[src/rtl/pcap_pkg.sv]
// rtl/pcap_pkg.sv - shared types and constants for the pcap replay arbiter
package pcap_pkg;

  localparam int PCAP_BYTE_W = 8;
  localparam int PCAP_NSRC   = 2;

  typedef enum logic [1:0] {
    IDLE  = 2'd0,
    GRANT = 2'd1,
    DRAIN = 2'd2,
    GAP   = 2'd3
  } arb_state_t;

endpackage

[src/rtl/rr_pick2.sv]
// rtl/rr_pick2.sv - combinational two-way round-robin chooser
module rr_pick2
  import pcap_pkg::*;
(
  input  logic [PCAP_NSRC-1:0] req,
  input  logic                 last,
  output logic [PCAP_NSRC-1:0] grant,
  output logic                 gnt_idx
);

  // On contention the source that did not win last time takes the grant.
  always_comb begin
    gnt_idx = (req == 2'b11) ? ~last : req[1];
    grant   = 2'b00;
    if (req != 2'b00) begin
      grant = gnt_idx ? 2'b10 : 2'b01;
    end
  end

endmodule

[src/rtl/pcap_replay_arbiter.sv]
// rtl/pcap_replay_arbiter.sv - packet-boundary round-robin mux of two pcap replay sources
module pcap_replay_arbiter
  import pcap_pkg::*;
#(
  parameter int GAP_CYCLES = 12
) (
  input  logic                             CLOCK,
  input  logic                             reset,
  input  logic                             enable,
  input  logic [PCAP_NSRC-1:0]             src_available,
  input  logic [PCAP_NSRC-1:0]             src_datavalid,
  input  logic [PCAP_NSRC*PCAP_BYTE_W-1:0] src_data,
  input  logic [PCAP_NSRC-1:0]             src_finished,
  output logic [PCAP_NSRC-1:0]             src_pause,
  output logic                             out_valid,
  output logic [PCAP_BYTE_W-1:0]           out_data,
  output logic                             out_sop,
  output logic                             out_eop,
  output logic                             out_src,
  output logic [7:0]                       pkt_count0,
  output logic [7:0]                       pkt_count1,
  output logic                             all_done
);

  localparam int GAP_W = $clog2(GAP_CYCLES + 1);
  localparam logic [GAP_W-1:0] GAP_LOAD = GAP_W'(GAP_CYCLES - 1);

  arb_state_t                 state_q;
  logic                       last_q;
  logic                       sop_pending_q;
  logic [GAP_W-1:0]           gap_q;
  logic [PCAP_NSRC-1:0]       src_pause_q;
  logic                       out_valid_q;
  logic [PCAP_BYTE_W-1:0]     out_data_q;
  logic                       out_sop_q;
  logic                       out_eop_q;
  logic                       out_src_q;
  logic [7:0]                 pkt_count0_q;
  logic [7:0]                 pkt_count1_q;
  logic                       all_done_q;

  logic [PCAP_NSRC-1:0]       req;
  logic [PCAP_NSRC-1:0]       pick_grant;
  logic                       pick_idx;
  logic                       g_valid;
  logic [PCAP_BYTE_W-1:0]     g_data;
  logic                       pkt_end;

  assign req = src_available & ~src_finished;

  rr_pick2 u_pick (
    .req     (req),
    .last    (last_q),
    .grant   (pick_grant),
    .gnt_idx (pick_idx)
  );

  // out_src_q always names the granted source while in GRANT/DRAIN.
  assign g_valid = src_datavalid[out_src_q];
  assign g_data  = src_data[{out_src_q, 3'b000} +: PCAP_BYTE_W];
  assign pkt_end = ~src_available[out_src_q] | src_finished[out_src_q];

  always_ff @(posedge CLOCK) begin
    if (reset) begin
      state_q       <= IDLE;
      last_q        <= 1'b1;
      sop_pending_q <= 1'b0;
      gap_q         <= '0;
      src_pause_q   <= 2'b11;
      out_valid_q   <= 1'b0;
      out_data_q    <= '0;
      out_sop_q     <= 1'b0;
      out_eop_q     <= 1'b0;
      out_src_q     <= 1'b0;
      pkt_count0_q  <= '0;
      pkt_count1_q  <= '0;
      all_done_q    <= 1'b0;
    end else begin
      out_valid_q <= 1'b0;
      out_sop_q   <= 1'b0;
      out_eop_q   <= 1'b0;
      all_done_q  <= (&src_finished) && (state_q == IDLE);

      case (state_q)
        IDLE: begin
          if (enable && (req != 2'b00)) begin
            out_src_q     <= pick_idx;
            src_pause_q   <= ~pick_grant;
            sop_pending_q <= 1'b1;
            state_q       <= GRANT;
          end
        end

        GRANT: begin
          out_valid_q <= g_valid;
          out_sop_q   <= g_valid & sop_pending_q;
          if (g_valid) begin
            out_data_q    <= g_data;
            sop_pending_q <= 1'b0;
          end
          if (pkt_end) begin
            src_pause_q <= 2'b11;
            state_q     <= DRAIN;
          end
        end

        // Absorbs the byte a source may still emit while its pause propagates.
        DRAIN: begin
          out_valid_q <= g_valid;
          out_sop_q   <= g_valid & sop_pending_q;
          if (g_valid) begin
            out_data_q <= g_data;
          end
          sop_pending_q <= 1'b0;
          out_eop_q     <= 1'b1;
          if (out_src_q) begin
            pkt_count1_q <= pkt_count1_q + 8'd1;
          end else begin
            pkt_count0_q <= pkt_count0_q + 8'd1;
          end
          gap_q   <= GAP_LOAD;
          last_q  <= out_src_q;
          state_q <= GAP;
        end

        GAP: begin
          if (gap_q == '0) begin
            state_q <= IDLE;
          end else begin
            gap_q <= gap_q - 1'b1;
          end
        end

        default: state_q <= IDLE;
      endcase
    end
  end

  assign src_pause  = src_pause_q;
  assign out_valid  = out_valid_q;
  assign out_data   = out_data_q;
  assign out_sop    = out_sop_q;
  assign out_eop    = out_eop_q;
  assign out_src    = out_src_q;
  assign pkt_count0 = pkt_count0_q;
  assign pkt_count1 = pkt_count1_q;
  assign all_done   = all_done_q;

endmodule

[config.mk]
export PLATFORM = sky130hd
export DESIGN_NAME = pcap_replay_arbiter
export DESIGN_NICKNAME = d
export VERILOG_FILES = /design/src/rtl/pcap_pkg.sv /design/src/rtl/rr_pick2.sv /design/src/rtl/pcap_replay_arbiter.sv
export SDC_FILE = /design/constraint.sdc
export NUM_CORES = 1
export LEC_CHECK = 0
export BUFFER_PORTS_ARGS = -buffer_cell sky130_fd_sc_hd__buf_4
export CAP_MARGIN = 0
export CORE_UTILIZATION = 46
export DETAILED_ROUTE_END_ITERATION = 8
export PLACE_DENSITY = 0.73
export RECOVER_POWER = 25
export SETUP_SLACK_MARGIN = 0.15
export SYNTH_ARGS = -nofsm -noshare
export SYNTH_HDL_FRONTEND = slang
export SYNTH_SLANG_ARGS = --single-unit
[constraint.sdc]
create_clock -name CLOCK -period 4.7 [get_ports CLOCK]
set_clock_uncertainty 0.05 [all_clocks]
set_input_delay 0.705 -clock CLOCK [delete_from_list [all_inputs] [get_ports CLOCK]]
set_output_delay 0.705 -clock CLOCK [all_outputs]
set_load 0.03 [all_outputs]
; ---- After elaboration in Yosys (flattened, before gate mapping)
; Index checks and enable logic that the tools add are counted.
[totals]
register_bits = 39
output_inout_bits = 31
[classes]
n_addsub = 3
order_cmp = 1
eq_ne = 9
n_shift = 1
mux = 22
bitwise_logic = 9
n_reduce_logical = 19
[ops]
columns = operator, n
row1 = "adder 8 x 1 -> 8 bit, second input constant", 2
row2 = variable part select 16 x 5 -> 8 bit, 1
row3 = two-way mux 2 bit, 7
row4 = AND reduction 2 bit, 6
row5 = two-way mux 1 bit, 10
row6 = AND reduction 3 bit, 3
row7 = "!= test 2 bit, second input constant", 4
row8 = case mux 2 bit (4 select lines), 1
row9 = case mux 4 bit (2 select lines), 1
row10 = "equality test 2 bit, second input constant", 3
row11 = nonzero test 2 bit, 3
row12 = zero test 4 bit, 1
row13 = two-way mux 4 bit, 1
row14 = NOT 1 bit, 4
row15 = NOT 2 bit, 2
row16 = case mux 2 bit (2 select lines), 1
row17 = OR reduction 2 bit, 2
row18 = "subtractor 4 x 1 -> 4 bit, second input constant", 1
row19 = case mux 1 bit (3 select lines), 1
row20 = nonzero test 3 bit, 1
row21 = bitwise AND 2 bit, 1
row22 = "equality test 2 x 1 -> 1 bit, second input constant", 1
row23 = logical AND 1 bit, 2
row24 = zero test 2 bit, 1
row25 = other kinds (4), 4

; ---- Logic depth before layout (Yosys ltp)
; Gate-level depths: netlist (run 1).
[depth]
ltp_word = 9
mapped_depth = 7

; ---- Cells and area by module
; From an unflattened synthesis (run 1), not the netlist that was laid out.
[unflattened]
hier_cells = 189
hier_area_um2 = 1804.2
[by_module_without_submodules]
columns = module, n_inst, cells_each, area_per_inst_um2, seq_area_each_um2
row1 = pcap_replay_arbiter, 1, 185, 1778.0, 780.7
row2 = rr_pick2, 1, 4, 26.3, 0.0

; ---- Least setup slack after synthesis (run 1)
; No wires, ideal clock.
[synth_path]
kind = input port to flip-flop
start = input src_available[0]
end = register sop_pending_q
arrival_ns = 1.610
setup_slack_ns = 2.919
path_stages = 4
n_path_buf = 0
cell_sequence = nor2b_2 > o21ai_2 > a221oi_1 > mux2_2
[synth_via]
elab_chain_cells = 5
[synth_rtl]
columns = element, line_no
row1 = start: declaration, pcap_replay_arbiter.sv:10  ; input logic [PCAP_NSRC-1:0] src_available,
row2 = bitwise AND 2 bit, pcap_replay_arbiter.sv:49  ; assign req = src_available & ~src_finished;
row3 = nonzero test 2 bit, pcap_replay_arbiter.sv:86  ; if (enable && (req != 2'b00)) begin
row4 = logical AND 1 bit, pcap_replay_arbiter.sv:86
row5 = != test 2 x 1 -> 1 bit (no source line), n/a
row6 = AND reduction 3 bit (no source line), n/a
row7 = end signal: assignment, pcap_replay_arbiter.sv:89  ; sop_pending_q <= 1'b1;
row8 = end signal: assignment, pcap_replay_arbiter.sv:99  ; sop_pending_q <= 1'b0;
row9 = end signal: assignment, pcap_replay_arbiter.sv:114  ; sop_pending_q <= 1'b0;
row10 = end: declaration, pcap_replay_arbiter.sv:30  ; logic sop_pending_q;
; Every way passes these cells.
; A chain may end at the register's enable or synchronous reset.

; ---- Worst setup path after layout (run 1)
[layout_path]
start = register out_src_q (netlist: out_src)
end = register out_data_q[3] (netlist: out_data[3])
[layout_via]
elab_chain_cells = 3
[layout_rtl]
columns = element, line_no
row1 = start: declaration, pcap_replay_arbiter.sv:37  ; logic out_src_q;
row2 = start signal: assignment, pcap_replay_arbiter.sv:87  ; out_src_q <= pick_idx;
row3 = "parallel branches: the longest is 3 deep, another holds variable part select 16 x 5 -> 8 bit", n/a
row4 = end signal: assignment, pcap_replay_arbiter.sv:98  ; out_data_q <= g_data;
row5 = end signal: assignment, pcap_replay_arbiter.sv:112  ; out_data_q <= g_data;
row6 = end: declaration, pcap_replay_arbiter.sv:34  ; logic [PCAP_BYTE_W-1:0] out_data_q;
; Parallel ways; which one is timed is not known. The select of a mux whose other input is x is not followed.

==> results of run 1 <==
-- logic make-up (layout without fill, tap and decap cells) --
family / count (synthesis) / count (layout) / synth area share (%)
fa+ha+maj: 8 / 8 / 5.52
compound gates: 24 / 24 / 9.80
xor+xnor: 14 / 14 / 6.76
simple gates: 74 / 74 / 20.8
flops: 39 / 39 / 43.1
mux: 16 / 16 / 8.97
buf+inv: 16 / 70 / 5.04
-- per-stage QoR --
stage | worst slack (ns) | cell area (um^2) | power [mW] | util [%]
3_5_place_dp | 2.34 | 2220 | 0.838 | 59.8
4_1_cts | 2.33 | 2300 | 1.06 | 62.0
6_report | 2.36 | 2260 | 1.02 | 60.8
5_1_grt | 1.99 | 2260 | 1.10 | 60.8
3_3_place_gp | 2.46 | 2220 | 0.831 | 59.8
2_1_floorplan | 2.92 | 1810 | 0.738 | -
-- power by group through the flow --
stage	Combinational (mW)	Clock, mW	Sequential [mW]
after floorplan	0.232	0	0.506
after global routing	0.412	0.239	0.446
after CTS	0.394	0.224	0.438
final	0.369	0.215	0.437
after global placement	0.387	0	0.444
after detailed placement	0.392	0	0.446
-- state kept, by name, summed over array words and instances (netlist names) --
signal         cells
pkt_count0         8
out_sop            1
out_eop            1
out_valid          1
all_done           1
sop_pending_q      1
out_src            1
gap_q              4
pkt_count1         8
out_data           8
src_pause          2
last_q             1
state_q            2
-- layout make-up --
type / instances / area share [%]
Clock buffer: 5 / 3.04
Clock inverter: 3 / 0.664
Inverter: 7 / 1.16
Multi-Input combinational cell: 136 / 41.5
Sequential cell: 39 / 34.5
Tap cell: 48 / 2.66
Timing Repair Buffer: 55 / 16.4
-- worst register-to-register path, delay by kind of cell (launching register included) --
kind	cells	cell delay, ns
AOI/OAI and AO/OA	1	0.23
DFF	1	0.79
muxes	1	0.20
and+or+nand+nor	2	0.98
-- final timing paths --
check,to,cells past startpoint
worst max-delay path,out_data[3]$_SDFFE_PP0P_,4
worst min-delay path,gap_q[0]$_SDFFE_PP0P_,1
worst max register to register,out_data[3]$_SDFFE_PP0P_,4
worst min register to register,gap_q[0]$_SDFFE_PP0P_,1
-- synth_stat cells (2+ instances only) --
master,n
mux2i_1,14
nor2b_2,3
nand2_1,11
nor2_1,32
a21oi_1,6
buf_6,3
ha_1,8
inv_1,7
xor2_1,12
nor3_1,2
and3_1,4
xnor2_1,2
mux2_2,2
clkbuf_1,3
buf_4,2
nand4_1,9
and2_1,2
dfxtp_1,39
a211oi_1,9
nor2b_1,2
-- routing by layer --
layer	routed length, um	global-route usage [%]	share of wire, %	vias up
met5	0	0	0	-
met1	1610	24.2	46	667
met4	53	6.67	1.5	0
met2	1650	27.5	48	26
met3	153	5.81	4.4	6
li1	-	-	-	766
==> impl_metrics.csv, run 1 <==
group,metric,value,unit
run_status,status,"finished clean",
placement,place_inst,285,
die,rows,22,
placement,dp_hpwl,2510,um
die,fp.dieH,64.8,um
global_route,grt_pass1_wl,5870,um
clock_tree,ctsHoldBuffers,0,
cells_and_area,layout-drive-gt1-share,24.1,%
cells_and_area,regArea,781,um^2
die,start_util,48.8,%
clock_tree,clkLatencyLatePin,0.29,ns
pwr,p_int,0.643,mW
die,pin_count,56,
min_path,min-delay-start,"gap_q[0]$_SDFFE_PP0P_",
placement,gp_congestion,0.710,
clock_tree,clockBufferDepth,2,
sta,relSlewSlack,26.2,%
routing,wirelength,3470,um
worst_setup_path,path_cells,"mux2i_1 -> nor2b_1 -> nor2_1 -> a211oi_1",
yosys,yosys_warnings,0,
routing,ant_nets,0,
pwr,clockPowerShare,21.1,%
yosys,synth_edf_count,0,
global_route,track_usage,18.3,%
sta,worst_slew_pin_slew,1.11,ns
global_route,grt_max_degree,39,
clock_tree,cts_resized,0,
worst_setup_path,critical-path-max-stage-delay,0.88,ns
global_route,antenna_found_initial,0,
worst_setup_path,cp_num_buf_inv,0,
worst_setup_path,cp-start-kind,"register",
worst_setup_path,cp-end-kind,"register",
yosys,ys_seq_area_share,43.1,%
yosys,avgSynthCellArea,9.49,um^2
yosys,ys_async_sr_fraction,0,%
clock_tree,htree_levels,2,
sta,tns,0,ns
sta,maxSlewViolCount,0,
job,maxCapViolCount,0,
routing,drt-wirelength-per-cell,11.8,um
yosys,synth_fp_nets,224,
worst_setup_path,slowest_stage,"nor2b_1",
cells_and_area,syn_to_final_growth,24.7,%
sta,period_share,49.8,%
pwr,power.static_leakage,0.957,nW
worst_setup_path,r2r_setup_slack,2.36,ns
sta,setup_violations,0,
yosys,yosysTopAreaCell,"dfxtp_1",
worst_setup_path,path_class,"register to register",
clock_tree,cts-buffers-inserted,5,
die,dieArea,4200,um^2
sta,clock.fmax,428,MHz
worst_setup_path,required,4.86,ns
yosys,synth_cells,191,
routing,via_count,1465,
yosys,syn-cell-area,1810,um^2
die,die_width,64.8,um
clock_tree,cts.root.buffer_cell,"clkbuf_8",
yosys,synth_top_area_share,43.1,%
yosys,ys_types,39,
sta,fin_crit,2.34,ns
clock_tree,cts_tree,"yes",
pwr,sequentialPowerShare,42.8,%
routing,viasPerCell,5.00,
global_route,grt_pass1_vias,1290,
global_route,overflow,0,
placement,port_buffers,55,
cells_and_area,final_common_cell,"buf_4",
cells_and_area,fin_cells,293,
yosys,synthTopCellsByArea,"dfxtp_1 43%, mux2i_1 7.7%, nor2_1 6.6%, xor2_1 5.8%, ha_1 5.5%",
pwr,peakVddDrop,0.242,mV
cells_and_area,nets,277,
cells_and_area,final_cell_mix,"44 x buf_4, 39 x dfxtp_1, 32 x nor2_1",
clock_tree,tritoncts_num_sinks,39,
worst_setup_path,setup.worst_path.start,"out_src$_SDFFE_PP0P_",
die,core,3720,um^2
routing,drc,0,
yosys,yosys_register_bits,39,
min_path,hold_path_class,"register to register",
routing,drtPass1Iterations,4,
pwr,p_switching,0.379,mW
pwr,power_density,452,nW/um^2
worst_setup_path,crit_family,"simple AND/OR/NAND/NOR gates",
clock_tree,cts.reportedPaths.clkPinSlew,0.08,ns
sta,grt_setup_unrepaired,"no",
cells_and_area,diodes,0,
pwr,p_sw_share,37.1,%
sta,hold_ws,0.425,ns
cells_and_area,multi_input_area,938,um^2
clock_tree,post_cts_buffers,0,
cells_and_area,fillers,365,
pwr,combPwrFrac,36.1,%
worst_setup_path,worst-path-max-fanout,18,
routing,drtIter0Drc,76,
sta,finalHoldViolCount,0,
worst_setup_path,r2r-start,"out_src$_SDFFE_PP0P_",
worst_setup_path,critPathArrivalTime,2.49,ns
yosys,synth_ff_type,"dfxtp_1",
Power figures use the tool's default switching activity.
==> run 2, diff against run 1 <==
Settings changed: ABC_AREA from default to 1.
Clock period 4.7 ns to 2.4 ns, I/O delays scaled along.
==> run 2 against run 1 <==
  * Final cell count increased by 25%
  * Cell area increased by 1.9%
  * Area after synthesis increased by 1.2%
  * Non-clock buffer count increased by 1
  * Global-route usage increased by 2.3 points
  * Setup slack got worse by 1.7 ns
  * Via count increased by 24%
  * Worst hold slack got worse by 0.18 ns
  * Maximum frequency increased by 35%
  * Critical endpoint is now out_data[1]$_SDFFE_PP0P_
  * Highest routed layer unchanged
==> impl_metrics.csv, run 2 <==
group,metric,value,unit
yosys,yosys_register_bits,39,
clock_tree,htree_levels,2,
routing,drc,0,
yosys,avgSynthCellArea,7.01,um^2
sta,grt_setup_unrepaired,"no",
yosys,yosys_warnings,0,
cells_and_area,nets,353,
yosys,ys_async_sr_fraction,0,%
yosys,synth_fp_nets,295,
run_status,status,"finished clean",
cells_and_area,final_util,61.6,%
clock_tree,post_cts_buffers,0,
sta,setup_violations,0,
clock_tree,cts_tree,"yes",
placement,gp_congestion,0.867,
sta,tns,0,ns
yosys,synth_cells,262,
cells_and_area,final_common_cell,"nand2_1",
clock_tree,ctsHoldBuffers,0,
die,fp.dieH,65.2,um
worst_setup_path,cp-end-kind,"register",
sta,period_share,72.1,%
worst_setup_path,required,2.56,ns
yosys,synthTopCellsByArea,"dfxtp_1 43%, nand2_1 15%, inv_1 7.6%, nor2_1 5.7%, ha_1 5.5%",
die,die_width,65.2,um
die,core,3740,um^2
die,pin_count,56,
clock_tree,cts.reportedPaths.clkPinSlew,0.07,ns
clock_tree,tritoncts_num_sinks,39,
sta,finalHoldViolCount,0,
cells_and_area,fillers,381,
pwr,power_density,985,nW/um^2
clock_tree,cts-buffers-inserted,5,
global_route,grt_pass1_wl,6890,um
routing,wirelength,3840,um
clock_tree,cts_resized,0,
yosys,yosys.cell_count.top_type,"nand2_1",
routing,drt-wirelength-per-cell,10.5,um
yosys,synth_top_area_share,42.5,%
die,dieArea,4250,um^2
global_route,track_usage,20.6,%
global_route,overflow,0,
global_route,antenna_found_initial,0,
placement,place_inst,361,
yosys,yosysTopAreaCell,"dfxtp_1",
sta,maxSlewViolCount,0,
cells_and_area,fin_cells,367,
yosys,ys_seq_area_share,42.5,%
min_path,hold_path_class,"input port to register",
yosys,synthTopCellsByCount,"71 x nand2_1, 39 x dfxtp_1, 37 x inv_1, 28 x nor2_1, 20 x o21ai_0",
die,rows,22,
worst_setup_path,cp-start-kind,"register",
sta,hold_ws,0.240,ns
routing,ant_nets,0,
cells_and_area,syn_to_final_growth,25.6,%
global_route,grt_pass1_vias,1678,
routing,via_count,1815,
routing,viasPerCell,4.95,
job,maxCapViolCount,0,
clock_tree,clkLatencyLatePin,0.28,ns
routing,drtIter0Drc,128,
pwr,power.static_leakage,1.13,nW
clock_tree,cts.root.buffer_cell,"clkbuf_8",
cells_and_area,layout-drive-gt1-share,15.7,%
sta,worst_slew_pin_slew,0.600,ns
cells_and_area,final_cell_mix,"71 x nand2_1, 41 x buf_4, 39 x dfxtp_1",
yosys,synth_edf_count,0,
routing,drtPass1Iterations,4,
pwr,peakVddDrop,0.622,mV
worst_setup_path,path_class,"register to register",
pwr,p_total,2.27,mW
sta,fin_crit,1.73,ns
sta,clock.fmax,578,MHz
cells_and_area,diodes,0,
sta,relSlewSlack,60.0,%
worst_setup_path,critPathArrivalTime,1.89,ns
yosys,synth_ff_type,"dfxtp_1",
clock_tree,clockBufferDepth,2,
placement,port_buffers,55,
placement,dp_hpwl,2880,um
worst_setup_path,worst-path-max-fanout,18,
yosys,ys_types,20,
yosys,syn-cell-area,1840,um^2
die,start_util,49.0,%
global_route,grt_max_degree,34,
[run 2: kinds of logic (layout without fill, tap and decap cells)]
group / after synthesis / count (layout) / synth area share (%)
buffers and inverters: 43 / 100 / 9.27
DFF: 39 / 39 / 42.5
adders and majority gates: 8 / 8 / 5.45
and+or+nand+nor: 128 / 128 / 29.4
AOI/OAI and AO/OA: 44 / 44 / 13.3
[run 2: routing by layer]
metal  wire (um)  share of wire, %  GRT usage, %  up-vias
li1            -                 -             -      952
met2        1710                45          33.2       50
met1        1860                48          26.9      804
met5           0                 0             0        -
met3         202               5.3          4.17        9
met4          65               1.7          7.88        0
[run 2: area by class of cell]
cell class / instances / area [um^2] / share of cell area [%]
Sequential cell: 39 / 781 / 33.9
Timing Repair Buffer: 56 / 364 / 15.8
Clock buffer: 6 / 72.6 / 3.15
Inverter: 38 / 143 / 6.19
Tap cell: 48 / 60.1 / 2.61
Multi-Input combinational cell: 180 / 885 / 38.4
[run 2: critical path: stages (launching register included)]
cell     delay, ns
dfxtp_1       0.70
nand2_1       0.22
a21oi_4       0.40
o21ai_0       0.13
a31oi_1       0.15
[run 2: per-stage QoR]
step / area (um^2) / worst slack (ns)
after global placement: 2290 / 0.691
after global routing: 2300 / 0.460
after floorplan: 1840 / 0.891
final: 2300 / 0.669
after CTS: 2360 / 0.644
after detailed placement: 2290 / 0.651
[run 2: power breakdown]
| part | switching, mW | internal (mW) |
|---|---|---|
| sequential | 0.101 | 0.800 |
| combinational | 0.659 | 0.315 |
| clock | 0.203 | 0.194 |
[run 2: final timing paths]
kind | startpoint | to | slack (ns) | cells past startpoint
setup / recovery | out_src$_SDFFE_PP0P_ | out_data[1]$_SDFFE_PP0P_ | 0.67 | 4
setup reg to reg | out_src$_SDFFE_PP0P_ | out_data[1]$_SDFFE_PP0P_ | 0.67 | 4
hold / removal | reset | gap_q[1]$_SDFFE_PP0P_ | 0.24 | 2
hold reg to reg | src_pause[1]$_SDFFE_PP1P_ | src_pause[1]$_SDFFE_PP1P_ | 0.42 | 2
==> run 3, diff against run 2 <==
Clock period 2.4 ns to 1.6 ns, I/O delays scaled along.
==> run 3 against run 2 <==
  * Critical path depth grew 3
  * Power grew 75%
  * Final cell count grew 3.0%
  * Die area is the same
  * Cell area grew 10%
  * Setup slack lost 0.54 ns
  * Count of clock-buffer cells in the layout is the same
  * Worst hold slack lost 0.13 ns
  * Core utilization grew 6.3 points
  * Global-route usage shrank 0.13 points
  * Non-clock buffer count grew 10
  * Register-to-register slack lost 0.54 ns
==> impl_metrics.csv, run 3 (same netlist as run 2, synthesis figures left out) <==
group,metric,value,unit
die,rows,22,
die,dieArea,4250,um^2
cells_and_area,syn_to_final_growth,38.4,%
sta,period_share,91.8,%
sta,fin_crit,1.47,ns
placement,dp_hpwl,2890,um
global_route,antenna_found_initial,0,
cells_and_area,multi_input_area,953,um^2
sta,worst_slew_pin_slew,0.391,ns
clock_tree,cts_tree,"yes",
placement,place_inst,363,
global_route,top_usage_layer,"met2",
sta,grt_setup_unrepaired,"yes",
global_route,track_usage,20.5,%
global_route,grt_pass1_vias,1631,
cells_and_area,diodes,0,
routing,viasPerCell,4.98,
routing,ant_nets,0,
worst_setup_path,required,1.76,ns
routing,drc,0,
sta,finalHoldViolCount,0,
cells_and_area,final_common_cell,"nand2_1",
routing,drtIter0Drc,72,
worst_setup_path,reg2reg_depth,7,
run_status,status,"finished clean",
sta,maxSlewViolCount,0,
clock_tree,cts.root.buffer_cell,"clkbuf_8",
cells_and_area,fin_cells,378,
pwr,power_density,1560,nW/um^2
clock_tree,tritoncts_num_sinks,39,
job,maxCapViolCount,0,
die,pin_count,56,
routing,wirelength,4270,um
cells_and_area,final_cell_mix,"68 x nand2_1, 50 x buf_4, 35 x dfxtp_1",
cells_and_area,fillers,352,
global_route,grt_pass1_wl,6760,um
die,core,3740,um^2
global_route,use_met1,23.6,%
routing,drtPass1Iterations,4,
clock_tree,cts.reportedPaths.clkPinSlew,0.07,ns
clock_tree,clkLatencyLatePin,0.28,ns
placement,gp_congestion,0.874,
routing,drt-wirelength-per-cell,11.3,um
cells_and_area,nets,363,
worst_setup_path,path_class,"register to register",
global_route,met3_usage,6.94,%
pwr,power.static_leakage,1.21,nW
sta,hold_ws,0.114,ns
sta,clock.fmax,681,MHz
sta,relSlewSlack,74.1,%
min_path,worstHoldPathCells,2,
cells_and_area,regArea,793,um^2
sta,tns,0,ns
global_route,grt_max_degree,34,
routing,via_count,1881,
cells_and_area,layout-drive-gt1-share,26.1,%
clock_tree,htree_levels,2,
die,die_width,65.2,um
worst_setup_path,critPathArrivalTime,1.63,ns
sta,setup_violations,0,
placement,port_buffers,55,
die,start_util,49.0,%
min_path,hold_path_class,"input port to register",
worst_setup_path,cp-end-kind,"register",
clock_tree,cts-buffers-inserted,5,
global_route,met2_usage,34.7,%
clock_tree,clockBufferDepth,2,
pwr,peakVddDrop,0.828,mV
clock_tree,ctsHoldBuffers,0,
global_route,overflow,0,
die,fp.dieH,65.2,um
worst_setup_path,worst-path-max-fanout,4,
worst_setup_path,cp-start-kind,"register",
[run 3: cell types whose count changed in the layout (fill, tap and decap cells not counted), sizes merged]
cell | previous run | this run
buf | 41 | 51
clkinv | 0 | 1
[run 3: final timing paths]
kind	from	to	slack (ns)
worst max-delay path	state_q[1]$_SDFFE_PP0P_	out_data[6]$_SDFFE_PP0P_	0.13
worst min-delay path	reset	gap_q[1]$_SDFFE_PP0P_	0.11
worst max register to register	state_q[1]$_SDFFE_PP0P_	out_data[6]$_SDFFE_PP0P_	0.13
worst min register to register	gap_q[0]$_SDFFE_PP0P_	gap_q[0]$_SDFFE_PP0P_	0.37
[run 3: per-stage QoR]
step	utilization (%)	setup WS [ns]	power [mW]	area [um^2]
5_1_grt	67.9	0.0604	4.25	2540
2_1_floorplan	-	0.162	2.49	1840
4_1_cts	65.3	0.143	3.75	2440
3_3_place_gp	61.6	0.0536	2.94	2310
6_report	67.9	0.131	3.97	2540
3_5_place_dp	61.6	0.0124	2.96	2310
[run 3: layer usage]
metal | vias to the layer above | part of all wire, %
met5 | - | 0
met4 | 0 | 0.68
met3 | 4 | 4.8
met2 | 43 | 47
met1 | 854 | 47
li1 | 980 | -
[run 3: worst max-delay path, cell delays in order (launching register included)]
cell and delay [ns]:
dfxtp_4 0.39, inv_4 0.05, ha_4 0.26, inv_2 0.05, a21oi_4 0.21, clkbuf_16 0.19, o21ai_0 0.06, a31oi_1 0.14
[run 3: where the power goes]
part           switching [mW]  leakage, nW  internal, mW
logic                    1.14        0.846         0.783
clock network           0.317       0.0470         0.338
registers               0.172        0.320          1.22
[run 3: cell type report]
cell class                      count  area share [%]
Multi-Input combinational cell    180            37.5
Sequential cell                    39            31.2
Timing Repair Buffer               66            19.4
Inverter                           38            6.01
Clock buffer                        6            3.25
Tap cell                           48            2.36
Clock inverter                      1           0.197
[run 3: what timing repair did]
item                                    CTS  global route
resized for setup                         8            25
gates cloned                              0             2
buffers inserted                          2             4
endpoints found under the setup margin   15            21
pin swaps                                 2             8
endpoints found under the hold margin     0             0
